### config.mk
export PLATFORM = sky130hd
export DESIGN_NAME = hamming_uart_link
export DESIGN_NICKNAME = d
export VERILOG_FILES = /design/src/rtl/hamming_uart_link.sv
export SDC_FILE = /design/constraint.sdc
export NUM_CORES = 1
export LEC_CHECK = 0
export BUFFER_PORTS_ARGS = -buffer_cell sky130_fd_sc_hd__buf_2
export CORE_MARGIN = 5
export CORE_UTILIZATION = 54
export DETAILED_ROUTE_END_ITERATION = 6
export PLACE_DENSITY = 0.79
export SLEW_MARGIN = 15
export SYNTH_ARGS = -nofsm -noshare
export SYNTH_HDL_FRONTEND = slang
export SYNTH_SLANG_ARGS = --single-unit
### constraint.sdc
create_clock -name clk -period 2.7 [get_ports clk]
set_clock_uncertainty 0.2 [all_clocks]
set_input_delay 0.54 -clock clk [delete_from_list [all_inputs] [get_ports clk]]
set_output_delay 0.54 -clock clk [all_outputs]
set_load 0.05 [all_outputs]
### src/rtl/hamming_uart_link.sv
// Full-duplex UART link carrying Hamming(7,4)-protected words of NIBBLES nibbles.
// TX words queue in a small FIFO; RX corrects single-bit errors per codeword and counts them.
module hamming_uart_link #(
  parameter int CLKS_PER_BIT = 16,
  parameter int NIBBLES      = 2,
  parameter int FIFO_DEPTH   = 4
) (
  input  logic                   clk,
  input  logic                   rst_n,
  input  logic                   ena,
  input  logic                   tx_valid,
  input  logic [4*NIBBLES-1:0]   tx_data,
  output logic                   tx_ready,
  output logic                   tx,
  output logic                   tx_busy,
  input  logic                   rx,
  output logic                   rx_valid,
  output logic [4*NIBBLES-1:0]   rx_data,
  output logic                   rx_corrected,
  output logic                   rx_frame_err,
  output logic [7:0]             rx_err_count
);
  localparam int W  = 4 * NIBBLES;
  localparam int CW = $clog2(CLKS_PER_BIT);
  localparam int AW = $clog2(FIFO_DEPTH);
  localparam int NW = (NIBBLES > 1) ? $clog2(NIBBLES) : 1;

  typedef enum logic [1:0] {S_IDLE, S_START, S_DATA, S_STOP} state_t;

  // Codeword bit i is Hamming position i+1: {d3,d2,d1,p3,d0,p2,p1}.
  function automatic logic [6:0] ham_enc(input logic [3:0] d);
    return {d[3], d[2], d[1], d[1] ^ d[2] ^ d[3], d[0], d[0] ^ d[2] ^ d[3], d[0] ^ d[1] ^ d[3]};
  endfunction

  // ---------------- TX word FIFO ----------------
  logic [W-1:0] mem_q [FIFO_DEPTH];
  logic [AW:0]  wr_ptr_q, rd_ptr_q;
  logic         fifo_full, fifo_empty, fifo_push, fifo_pop;

  assign fifo_empty = (wr_ptr_q == rd_ptr_q);
  assign fifo_full  = (wr_ptr_q[AW] != rd_ptr_q[AW]) && (wr_ptr_q[AW-1:0] == rd_ptr_q[AW-1:0]);
  assign fifo_push  = ena && tx_valid && !fifo_full;
  assign tx_ready   = !fifo_full;

  // NOTE: reset is sampled synchronously; all sequential state uses non-blocking assignments.
  always_ff @(posedge clk) begin
    if (!rst_n) begin
      wr_ptr_q <= '0;
      rd_ptr_q <= '0;
    end else begin
      if (fifo_push) wr_ptr_q <= wr_ptr_q + 1'b1;
      if (fifo_pop)  rd_ptr_q <= rd_ptr_q + 1'b1;
    end
  end

  // NOTE: storage is not reset; the pointers alone define which entries are valid.
  always_ff @(posedge clk) begin
    if (fifo_push) mem_q[wr_ptr_q[AW-1:0]] <= tx_data;
  end

  // ---------------- TX FSM ----------------
  state_t          tx_state_q;
  logic [CW-1:0]   tx_cnt_q;
  logic [2:0]      tx_bit_q;
  logic [NW-1:0]   tx_nib_q;
  logic [W-1:0]    tx_word_q;
  logic            tx_q;
  logic            tx_bit_end, tx_last_nib;
  logic [7:0]      tx_byte;

  assign tx_bit_end  = (tx_cnt_q == CW'(CLKS_PER_BIT - 1));
  assign tx_last_nib = (tx_nib_q == NW'(NIBBLES - 1));
  assign tx_byte     = {1'b0, ham_enc(tx_word_q[tx_nib_q*4 +: 4])};
  assign fifo_pop    = ena && !fifo_empty &&
                       ((tx_state_q == S_IDLE) || (tx_state_q == S_STOP && tx_bit_end && tx_last_nib));
  assign tx      = tx_q;
  assign tx_busy = (tx_state_q != S_IDLE) || !fifo_empty;

  always_ff @(posedge clk) begin
    if (!rst_n) begin
      tx_state_q <= S_IDLE;
      tx_cnt_q   <= '0;
      tx_bit_q   <= '0;
      tx_nib_q   <= '0;
      tx_word_q  <= '0;
      tx_q       <= 1'b1;
    end else if (ena) begin
      unique case (tx_state_q)
        S_IDLE: begin
          tx_q     <= 1'b1;
          tx_cnt_q <= '0;
          if (fifo_pop) begin
            tx_word_q  <= mem_q[rd_ptr_q[AW-1:0]];
            tx_nib_q   <= '0;
            tx_state_q <= S_START;
          end
        end
        S_START: begin
          tx_q <= 1'b0;
          if (tx_bit_end) begin
            tx_cnt_q   <= '0;
            tx_bit_q   <= '0;
            tx_state_q <= S_DATA;
          end else tx_cnt_q <= tx_cnt_q + 1'b1;
        end
        S_DATA: begin
          tx_q <= tx_byte[tx_bit_q];
          if (tx_bit_end) begin
            tx_cnt_q <= '0;
            tx_bit_q <= tx_bit_q + 1'b1;
            if (tx_bit_q == 3'd7) tx_state_q <= S_STOP;
          end else tx_cnt_q <= tx_cnt_q + 1'b1;
        end
        S_STOP: begin
          tx_q <= 1'b1;
          if (tx_bit_end) begin
            tx_cnt_q <= '0;
            if (!tx_last_nib) begin
              tx_nib_q   <= tx_nib_q + 1'b1;
              tx_state_q <= S_START;
            end else if (fifo_pop) begin
              tx_word_q  <= mem_q[rd_ptr_q[AW-1:0]];
              tx_nib_q   <= '0;
              tx_state_q <= S_START;
            end else tx_state_q <= S_IDLE;
          end else tx_cnt_q <= tx_cnt_q + 1'b1;
        end
        default: tx_state_q <= S_IDLE;
      endcase
    end
  end

  // ---------------- RX path ----------------
  logic            rx_s1_q, rx_s2_q;
  state_t          rx_state_q;
  logic [CW-1:0]   rx_cnt_q;
  logic [2:0]      rx_bit_q;
  logic [6:0]      rx_shift_q;
  logic [NW-1:0]   rx_nib_q;
  logic [W-1:0]    rx_word_q, rx_word_d, rx_data_q;
  logic            rx_acc_q, rx_valid_q, rx_corr_q, rx_ferr_q;
  logic [7:0]      rx_errs_q;
  logic [2:0]      rx_syn;
  logic [6:0]      rx_fixed;
  logic [3:0]      rx_nib;
  logic            rx_half_end, rx_bit_end, rx_last_nib;

  assign rx_half_end = (rx_cnt_q == CW'(CLKS_PER_BIT / 2 - 1));
  assign rx_bit_end  = (rx_cnt_q == CW'(CLKS_PER_BIT - 1));
  assign rx_last_nib = (rx_nib_q == NW'(NIBBLES - 1));
  assign rx_syn = {rx_shift_q[3] ^ rx_shift_q[4] ^ rx_shift_q[5] ^ rx_shift_q[6],
                   rx_shift_q[1] ^ rx_shift_q[2] ^ rx_shift_q[5] ^ rx_shift_q[6],
                   rx_shift_q[0] ^ rx_shift_q[2] ^ rx_shift_q[4] ^ rx_shift_q[6]};

  // NOTE: every always_comb output gets a default first so no latch is inferred.
  always_comb begin
    rx_fixed = rx_shift_q;
    if (rx_syn != 3'd0) rx_fixed[rx_syn - 3'd1] = ~rx_shift_q[rx_syn - 3'd1];
    rx_nib    = {rx_fixed[6], rx_fixed[5], rx_fixed[4], rx_fixed[2]};
    rx_word_d = rx_word_q;
    rx_word_d[rx_nib_q*4 +: 4] = rx_nib;
  end

  always_ff @(posedge clk) begin
    if (!rst_n) begin
      rx_s1_q <= 1'b1;
      rx_s2_q <= 1'b1;
    end else if (ena) begin
      rx_s1_q <= rx;
      rx_s2_q <= rx_s1_q;
    end
  end

  always_ff @(posedge clk) begin
    if (!rst_n) begin
      rx_state_q <= S_IDLE;
      rx_cnt_q   <= '0;
      rx_bit_q   <= '0;
      rx_shift_q <= '0;
      rx_nib_q   <= '0;
      rx_word_q  <= '0;
      rx_acc_q   <= 1'b0;
      rx_valid_q <= 1'b0;
      rx_data_q  <= '0;
      rx_corr_q  <= 1'b0;
      rx_ferr_q  <= 1'b0;
      rx_errs_q  <= '0;
    end else if (ena) begin
      rx_valid_q <= 1'b0;
      rx_ferr_q  <= 1'b0;
      unique case (rx_state_q)
        S_IDLE: begin
          rx_cnt_q <= '0;
          if (!rx_s2_q) rx_state_q <= S_START;
        end
        S_START: begin
          if (rx_half_end) begin
            rx_cnt_q   <= '0;
            rx_bit_q   <= '0;
            rx_state_q <= rx_s2_q ? S_IDLE : S_DATA;
          end else rx_cnt_q <= rx_cnt_q + 1'b1;
        end
        S_DATA: begin
          if (rx_bit_end) begin
            rx_cnt_q <= '0;
            rx_bit_q <= rx_bit_q + 1'b1;
            if (rx_bit_q != 3'd7) rx_shift_q[rx_bit_q] <= rx_s2_q;
            else                  rx_state_q <= S_STOP;
          end else rx_cnt_q <= rx_cnt_q + 1'b1;
        end
        S_STOP: begin
          if (rx_bit_end) begin
            rx_cnt_q   <= '0;
            rx_state_q <= S_IDLE;
            if (!rx_s2_q) begin
              rx_ferr_q <= 1'b1;
              rx_nib_q  <= '0;
              rx_acc_q  <= 1'b0;
            end else begin
              if (rx_syn != 3'd0 && rx_errs_q != 8'hFF) rx_errs_q <= rx_errs_q + 1'b1;
              rx_word_q <= rx_word_d;
              if (rx_last_nib) begin
                rx_valid_q <= 1'b1;
                rx_data_q  <= rx_word_d;
                rx_corr_q  <= rx_acc_q || (rx_syn != 3'd0);
                rx_acc_q   <= 1'b0;
                rx_nib_q   <= '0;
              end else begin
                rx_acc_q <= rx_acc_q || (rx_syn != 3'd0);
                rx_nib_q <= rx_nib_q + 1'b1;
              end
            end
          end else rx_cnt_q <= rx_cnt_q + 1'b1;
        end
        default: rx_state_q <= S_IDLE;
      endcase
    end
  end

  assign rx_valid     = rx_valid_q;
  assign rx_data      = rx_data_q;
  assign rx_corrected = rx_corr_q;
  assign rx_frame_err = rx_ferr_q;
  assign rx_err_count = rx_errs_q;

endmodule

Yosys cells after proc, flatten, opt, wreduce, memory -nomap -nowiden
Memory sizes are Yosys's and may differ from the RTL's. A register that Yosys moved wholly into a read port is not among the register bits.
Cells that the tools add are included.
W data, S select, Z words.
{"block": "totals", "ram_bits": 32, "input_bits": 13, "output_inout_bits": 22, "n_memories": 1, "register_bits": 72, "elab_cells": 183}
{"block": "op_classes", "mux": 63, "n_shift": 3, "order_cmp": 5, "n_bitwise": 16, "eq_ne": 26, "n_reduce_logical": 36, "addsub": 11}
{"name": "mem_q", "words": 4, "word_bits": 8, "read_ports": 1, "rd_clocked_by_memory_dff": 1, "wr": 1, "line": "36", "source": "logic [W-1:0] mem_q [FIFO_DEPTH];"}
{"cell": "$neg A3 Y34", "count": 1}
{"cell": "$shift A4 B34 Y8 const A", "count": 1}
{"cell": "$shiftx A4 B34 Y8", "count": 1}
{"cell": "$mux W2", "count": 13}
{"cell": "$mux W8", "count": 3}
{"cell": "$reduce_and A4 Y1", "count": 6}
{"cell": "$mux W1", "count": 23}
{"cell": "$ne A2 B2 Y1 const B", "count": 11}
{"cell": "$pmux W2 S4", "count": 2}
{"cell": "$pmux W8 S2", "count": 1}
{"cell": "$xor A1 B1 Y1", "count": 15}
{"cell": "$bwmux W7", "count": 2}
{"cell": "$add A3 B1 Y3 const B", "count": 4}
{"cell": "$lt A3 B4 Y1 const B", "count": 3}
{"cell": "$mux W3", "count": 4}
{"cell": "$mux W4", "count": 3}
{"cell": "$pmux W3 S2", "count": 2}
{"cell": "$pmux W4 S3", "count": 1}
{"cell": "$reduce_and A6 Y1", "count": 2}
{"cell": "$logic_and A1 B1 Y1", "count": 10}
{"cell": "$reduce_and A5 Y1", "count": 2}
{"cell": "$add A4 B1 Y4 const B", "count": 2}
{"cell": "$add A8 B1 Y8 const B", "count": 1}
{"cell": "$bwmux W8", "count": 1}
{"cell": "other kinds (29)", "count": 46}

Depth between registers and ports, before layout
Gate-level depths: netlist of the first run.
{"block": "logic_depth", "ltp_word": 12, "ltp_mapped": 11, "ltp_nobuf": 10}

Least setup slack after synthesis of the first run
OpenSTA, ideal clock, no wires.
{"block": "synth_path", "path_type": "flip-flop to flip-flop", "start": "register rx_shift_q[2]", "end": "register rx_errs_q[3], in the netlist rx_err_count[3]", "n_path_buf": 1, "arrival_ns": 2.646, "setup_ns": 0.070, "synth_period_minus_slack_ns": 2.917, "required_ns": 2.430, "path_slack_ns": -0.217, "path_stages_with_launch": 11, "cell_sequence": "dfxtp_1 clkbuf_1 xor2_1 xnor2_1 ha_1 and2_2 ha_1 nor4_2 o21ai_1 or3_1 a21oi_1"}
{"block": "synth_via", "elab_chain_cells": 6, "elab_cells_between_ends": 9, "cone_classes": "6 x bitwise; 3 x reduce/logical"}
{"item": "from (decl)", "line": "138", "source": "logic [6:0] rx_shift_q;"}
{"item": "from (signal, indexed assignment)", "line": "207", "source": "if (rx_bit_q != 3'd7) rx_shift_q[rx_bit_q] <= rx_s2_q;"}
{"item": "$xor A1 B1 Y1, on equally long branches (3 in series)", "line": "153, 152"}
{"item": "$reduce_bool A3 Y1 (*)", "line": "220", "source": "if (rx_syn != 3'd0 && rx_errs_q != 8'hFF) rx_errs_q <= rx_errs_q + 1'b1;"}
{"item": "$logic_and A1 B1 Y1 (*)", "line": "220"}
{"item": "$reduce_and A5 Y1 (no line) (*)"}
{"item": "to (signal assigned)", "line": "220"}
{"item": "to (decl)", "line": "142", "source": "logic [7:0] rx_errs_q;"}
Every way passes the cells marked *; elsewhere a longest branch is shown, timed or not.
A chain may end at the register's enable or synchronous reset.

Final worst setup path of the first run
{"block": "layout_path", "start": "register rx_shift_q[2]", "end": "register rx_word_q[0]"}
{"block": "layout_via", "elab_chain_cells": 12, "elab_cells_between_ends": 20, "cone_classes": "1 x add/sub; 2 x order compare; 1 x shift; 7 x mux; 7 x bitwise; 2 x reduce/logical"}
{"item": "$xor A1 B1 Y1, on equally long branches (3 in series)", "line": "153, 152"}
{"item": "$sub A3 B1 Y3", "line": "158", "source": "if (rx_syn != 3'd0) rx_fixed[rx_syn - 3'd1] = ~rx_shift_q[rx_syn - 3'd1];"}
{"item": "$lt A3 B4 Y1 (not written as such) or $ge A3 B1 Y1 (tied branches)", "line": "158"}
{"item": "$logic_and A1 B1 Y1 (not written as such)", "line": "158"}
{"item": "$mux W1 (not written as such)", "line": "158"}
{"item": "$demux W1 S3", "line": "158"}
{"item": "$bwmux W7", "line": "158"}
{"item": "$mux W7 (*)", "line": "158"}
{"item": "$shiftx A4 B34 Y8 (*)", "line": "161", "source": "rx_word_d[rx_nib_q*4 +: 4] = rx_nib;"}
{"item": "$bwmux W8 (*)", "line": "161"}
{"item": "to (signal assigned)", "line": "221", "source": "rx_word_q <= rx_word_d;"}
{"item": "to (decl)", "line": "140", "source": "logic [W-1:0] rx_word_q, rx_word_d, rx_data_q;"}
Every way passes the cells marked *; elsewhere a longest branch is shown, timed or not. The select of a mux whose other input is x is not followed.

==> impl_metrics.yaml, run 1 <==
run_status:
  outcome: "completed"
synth:
  synth_edf_count: 32
  async_flop_share_pct: 0
  synth_cell_types: 53
  synth-warning-count: 0
  syn-cell-area_um2: 4720
  yosysTopAreaCell: "dfxtp_1"
  ys_ff_latch: 102
  syn_nets: 485
  synth-main-ff-cell: "dfxtp_1"
  synthCells: 454
  avgSynthCellArea_um2: 10.4
  synth.area.top_cells: "dfxtp_1 (30%), edfxtp_1 (20%), mux2i_1 (5.5%)"
  seq_area_frac_synth_pct: 50.1
  yosysTopAreaCellShare_pct: 29.7
worst_setup_path:
  critical_path_required_ps: 2770
  crit_arrival_ps: 2700
  criticalPathCategory: "reg2reg"
  cp-end-kind: "flip-flop"
  worstPathCellList: "xor2_2, xnor2_1, ha_1, and2_2, ha_4, or3b_2, a21o_1, mux2i_1, nor2_1"
  crit_fanout: 4
  cpMaxStageDelayCell: "or3b_2"
  max_stage_delay_ps: 460
  start_kind: "flip-flop"
power_and_ir_drop:
  switching_share_pct: 28.3
  combinationalPowerShare_pct: 15.1
  p_switching_uw: 862
  vdd_drop_max_v: 0.000393
  pwr-share-clk_pct: 28.7
  internal_power_uw: 2190
  seqPwrFrac_pct: 56.3
  p_leak_uw: 0.00202
  p_per_area_nw_per_um2: 577
min_path:
  hold_path_class: "in2reg"
grt:
  antenna_found_initial: 0
  grt_pass1_wl_um: 14700
  grt_pass1_vias: 3322
  grt_max_degree: 32
  grt-ovfl-total: 0
  track_usage_pct: 17.4
cells_and_area:
  multi_input_area_um2: 2270
  finalInstanceArea_um2: 5290
  nets: 522
  layout.cells.non_filler: 604
  fillers: 735
  syn_to_final_growth_pct: 12.1
  drive_above_1_share_pct: 18.3
  antenna_cells: 0
  seq_area_um2: 2370
placed_design:
  dp.final_hpwl_um: 6240
  place_area_um2: 5050
  dp_cells: 584
  gp_congestion: 0.814
  port_buffers: 34
detailed_routing:
  wl_um: 8880
  vias: 3360
  drt-pass1-iter-count: 4
  drc_errors: 0
  routed_via_density: 5.56
  ant_nets: 0
  drt-initial-drc-count: 162
  wire_per_inst_um: 14.7
clocking:
  cts_tree: "built"
  clock-root-buffer: "clkbuf_8"
  clkTransAtPathRegs_ps: 110
  worstSkewPairLatency_ps: 370
  clockBufferDepth: 2
  hold_buffers: 0
  h-tree-depth: 3
  clock_sinks: 102
  cts_made_buffers: 9
timing:
  setup_viol: 0
  max_freq_mhz: 380
  rsz0062_at_grt: "false"
  finalMaxSlewViolations: 0
  final_hold_viol_count: 0
  worst_slew_pin_slew_ps: 636
  tns_ps: 0
  maxSlewHeadroom_pct: 57.0
  fin_crit_ps: 2630
  timing.final.crit_share_pct: 97.5
floorplanning:
  rows: 34
  die_h_um: 103
  initial_core_util_pct: 54.7
  die_w_um: 103
  ios: 35
  fp.coreArea_um2: 8640
  die-area_um2: 10700
flow_run:
  maxCapViolCount: 0
## path summary, 6_finish.rpt
kind | startpoint | to | slack (ps) | cells past startpoint
worst min register to register | rx_data[2] | rx_data[2] | 260 | 2
worst min-delay path | tx_data[7] | mem_q[0][7] | 190 | 1
worst max register to register | rx_shift_q[2] | rx_word_q[0] | 70 | 9
worst max-delay path | rx_shift_q[2] | rx_word_q[0] | 70 | 9
## layout make-up
cell class,instances,share of cell area (%)
Timing Repair Buffer,50,5.72
Multi-Input combinational cell,319,43.0
Clock inverter,6,0.946
Sequential cell,102,44.7
Clock buffer,10,2.41
Inverter,9,0.639
Tap cell,108,2.55
## cells by family (layout without fill, tap and decap cells)
family | after synthesis | in the layout | synth area share (%)
AOI/OAI and AO/OA | 72 | 72 | 9.44
xor gates and xnor gates | 29 | 29 | 5.86
adders and majority gates | 18 | 18 | 4.77
buffers and inverters | 33 | 75 | 2.70
DFF | 102 | 102 | 50.1
muxes | 35 | 35 | 9.81
and+or+nand+nor | 165 | 165 | 17.4
## cell usage after synthesis (all sizes together), types with 2 or more instances
cell type  instances
a2111oi            2
a211oi             5
a21oi             27
a22oi              2
a31o               2
a31oi              3
and2               8
and3               9
buf                5
clkbuf            19
dfxtp             70
edfxtp            32
ha                18
inv                9
mux2i             26
mux4               9
nand2             34
nand2b             6
nand3              7
nand3b             3
nand4              3
nor2              62
nor2b              7
nor3              10
nor3b              4
nor4               2
nor4b              2
o211ai             5
o21ai             13
o22ai              3
o311ai             2
o31ai              3
or3                4
xnor2             15
xor2              13
## power groups by stage
stage	Clock, uW	Combinational [uW]	Sequential, uW
5_1_grt	981	512	1730
3_3_place_gp	0	446	1750
4_1_cts	907	464	1720
2_1_floorplan	0	392	1720
6_report	875	460	1720
3_5_place_dp	0	459	1750
## flip-flops by register name (all words and copies together) (netlist names), 2 cells and up, named ones only
signal        flops
rd_ptr_q          3
tx_bit_q          3
mem_q            32
tx_cnt_q          4
rx_cnt_q          4
rx_shift_q        7
wr_ptr_q          3
tx_state_q        2
rx_data           8
rx_err_count      8
rx_word_q         4
rx_bit_q          3
tx_word_q         8
## per-layer routing
layer	vias to the layer above	track usage (%)	wire, um
met5	-	0	0
met4	0	5.08	94
met3	11	4.49	288
met2	45	32.0	4780
met1	1617	19.8	3720
li1	1687	-	-
## timing repair
action,CTS,global route
setup endpoints to repair,1,12
buffers inserted,1,3
resized for setup,2,7
pin swaps,1,3
## cell usage in the layout (no fill, tap or decap), types with 4 or more instances in the layout
cell / n
a211oi_1: 5
a21oi_1: 27
and2_1: 7
and3_1: 9
buf_2: 34
buf_4: 15
clkbuf_8: 9
dfxtp_1: 67
edfxtp_1: 32
ha_1: 17
inv_1: 8
mux2i_1: 26
mux4_2: 9
nand2_1: 34
nand2b_1: 6
nand3_1: 7
nor2_1: 62
nor2b_1: 7
nor3_1: 8
nor3b_1: 4
o211ai_1: 5
o21ai_0: 11
or3_1: 4
xnor2_1: 15
xor2_1: 11
## critical path, delay by kind of cell (launching register included)
family / cells / cell delay (ps)
AND/OR/NAND/NOR: 3 / 720
multiplexers: 1 / 130
XOR/XNOR: 2 / 300
adder cells (fa/ha/maj): 2 / 630
AO/OA/AOI/OAI: 1 / 200
flip-flops: 1 / 350
## per-stage QoR
step                      total power [uW]  util (%)  hold slack [ps]  worst slack (ps)
final                                 3050      61.3              189              67.2
after CTS                             3090      60.7              169              5.17
after detailed placement              2210      58.4              246              44.1
after global routing                  3220      61.3              158              27.6
after global placement                2200      58.4              243               115
after floorplan                       2110         -              231              16.5
(Power assumes the default switching activity.)
==> run 2: changes to the inputs <==
Settings changed: CORE_UTILIZATION 54 to 60, PLACE_DENSITY 0.79 to 0.83.
Clock period 2.7 ns to 2.8 ns, I/O delays scaled along.
==> impl_metrics.yaml, run 2 (synthesized netlist as in run 1, its figures left out) <==
worst_setup_path:
  reg2reg_depth: 8
  critical_path_required_ps: 2870
  cp-startpoint: "rx_shift_q[6]"
  criticalPathCategory: "reg2reg"
  crit_fanout: 3
  crit_arrival_ps: 2770
  worstPathCellList: "xnor3_2, xor2_2, and2_2, ha_4, or3b_2, a21o_1, mux2i_1, nor2_1"
  start_kind: "flip-flop"
  r2r-start: "rx_shift_q[6]"
  crit_buf_inv: 0
  cp-end-kind: "flip-flop"
  max_stage_delay_ps: 480
  cp_num_cells: 8
  cpMaxStageDelayCell: "or3b_2"
  critical-path-top-delay-family: "simple AND/OR/NAND/NOR gates"
clocking:
  cts_tree: "built"
  clkTransAtPathRegs_ps: 100
  cts_made_buffers: 9
  worstSkewPairLatency_ps: 370
  clockBufferDepth: 2
  clock_sinks: 102
  clock-root-buffer: "clkbuf_8"
  h-tree-depth: 3
placed_design:
  place_area_um2: 5000
  dp.final_hpwl_um: 6210
  gp_congestion: 0.812
  port_buffers: 34
timing:
  setup_viol: 0
  rsz0062_at_grt: "false"
  max_freq_mhz: 370
  tns_ps: 0
  final_hold_viol_count: 0
  finalMaxSlewViolations: 0
  fin_worst_hold_slack_ps: 199
  worst_slew_pin_slew_ps: 646
  fin_crit_ps: 2700
  timing.final.crit_share_pct: 96.4
  maxSlewHeadroom_pct: 56.7
floorplanning:
  rows: 32
  initial_core_util_pct: 61.4
  die-area_um2: 9740
  fp.coreArea_um2: 7690
  ios: 35
  die_w_um: 98.7
  die_h_um: 98.7
cells_and_area:
  finalInstanceArea_um2: 5240
  seq_area_um2: 2370
  fillers: 589
  syn_to_final_growth_pct: 11.1
  mostFrequentLayoutCells: "dfxtp_1 (67), nor2_1 (62), nand2_1 (34), buf_2 (34), edfxtp_1 (32)"
  drive_above_1_share_pct: 17.9
  nets: 518
  multi_input_area_um2: 2270
  antenna_cells: 0
  layout_commonest_cell: "dfxtp_1"
  fin_util_pct: 68.2
  largest_register_ffs: 32
detailed_routing:
  wl_um: 8630
  routed_via_density: 5.70
  drt-pass1-iter-count: 5
  drc_errors: 0
  vias: 3383
  drt-initial-drc-count: 148
  wire_per_inst_um: 14.5
  ant_nets: 0
power_and_ir_drop:
  fin_total_pwr_uw: 2960
  p_per_area_nw_per_um2: 564
  p_leak_uw: 0.00199
  vdd_drop_max_v: 0.000490
run_status:
  outcome: "completed"
min_path:
  holdPathStages: 1
  min_from: "tx_data[3]"
  hold_path_class: "in2reg"
flow_run:
  maxCapViolCount: 0
grt:
  grt_max_degree: 29
  track_usage_pct: 17.8
  grt_pass1_wl_um: 14200
  grt_pass1_vias: 3200
  grt-ovfl-total: 0
  antenna_found_initial: 0
run 2: cell count changes in the layout (fill, tap and decap cells not counted), sizes merged:
cell and change:
buf -4, clkbuf -1, clkinv +1
run 2: cell type report:
| cell class | count | area share [%] |
|---|---|---|
| sequential | 102 | 45.2 |
| multi-input combinational | 319 | 43.4 |
| timing repair buffer | 46 | 4.96 |
| tap | 102 | 2.43 |
| clock buffer | 9 | 2.36 |
| clock inverter | 7 | 1.05 |
| inverter | 9 | 0.644 |
run 2: repair_timing:
action	4_1_cts	5_1_grt
pin swaps	0	3
endpoints found under the setup margin	3	8
gates resized for setup	2	8
hold buffers	0	0
setup buffers	0	3
run 2: metrics by stage:
| stage | instances | setup slack, ps |
|---|---|---|
| final | 594 | 99.8 |
| after floorplan | 454 | 82.0 |
| after global routing | 594 | 8.39 |
| after CTS | 591 | 22.8 |
| after detailed placement | 575 | 0.908 |
| after global placement | 575 | 98.5 |
run 2: final timing paths:
kind,endpoint,slack (ps)
worst max-delay path,rx_word_q[0],100
worst min-delay path,mem_q[2][3],200
worst max register to register,rx_word_q[0],100
worst min register to register,rx_data[2],270
run 2: layer usage:
layer	track usage (%)	up-vias	part of all wire (%)
met5	0	-	0
met4	4.73	0	1.1
met3	4.18	10	2.9
met2	33.3	48	52
met1	20.4	1645	44
li1	-	1680	-
run 2: where the power goes:
group          total (uW)  switching (uW)  internal [uW]
Combinational         446             253            193
Sequential           1660            77.9           1580
Clock                 856             520            336
Total                2960             850           2110
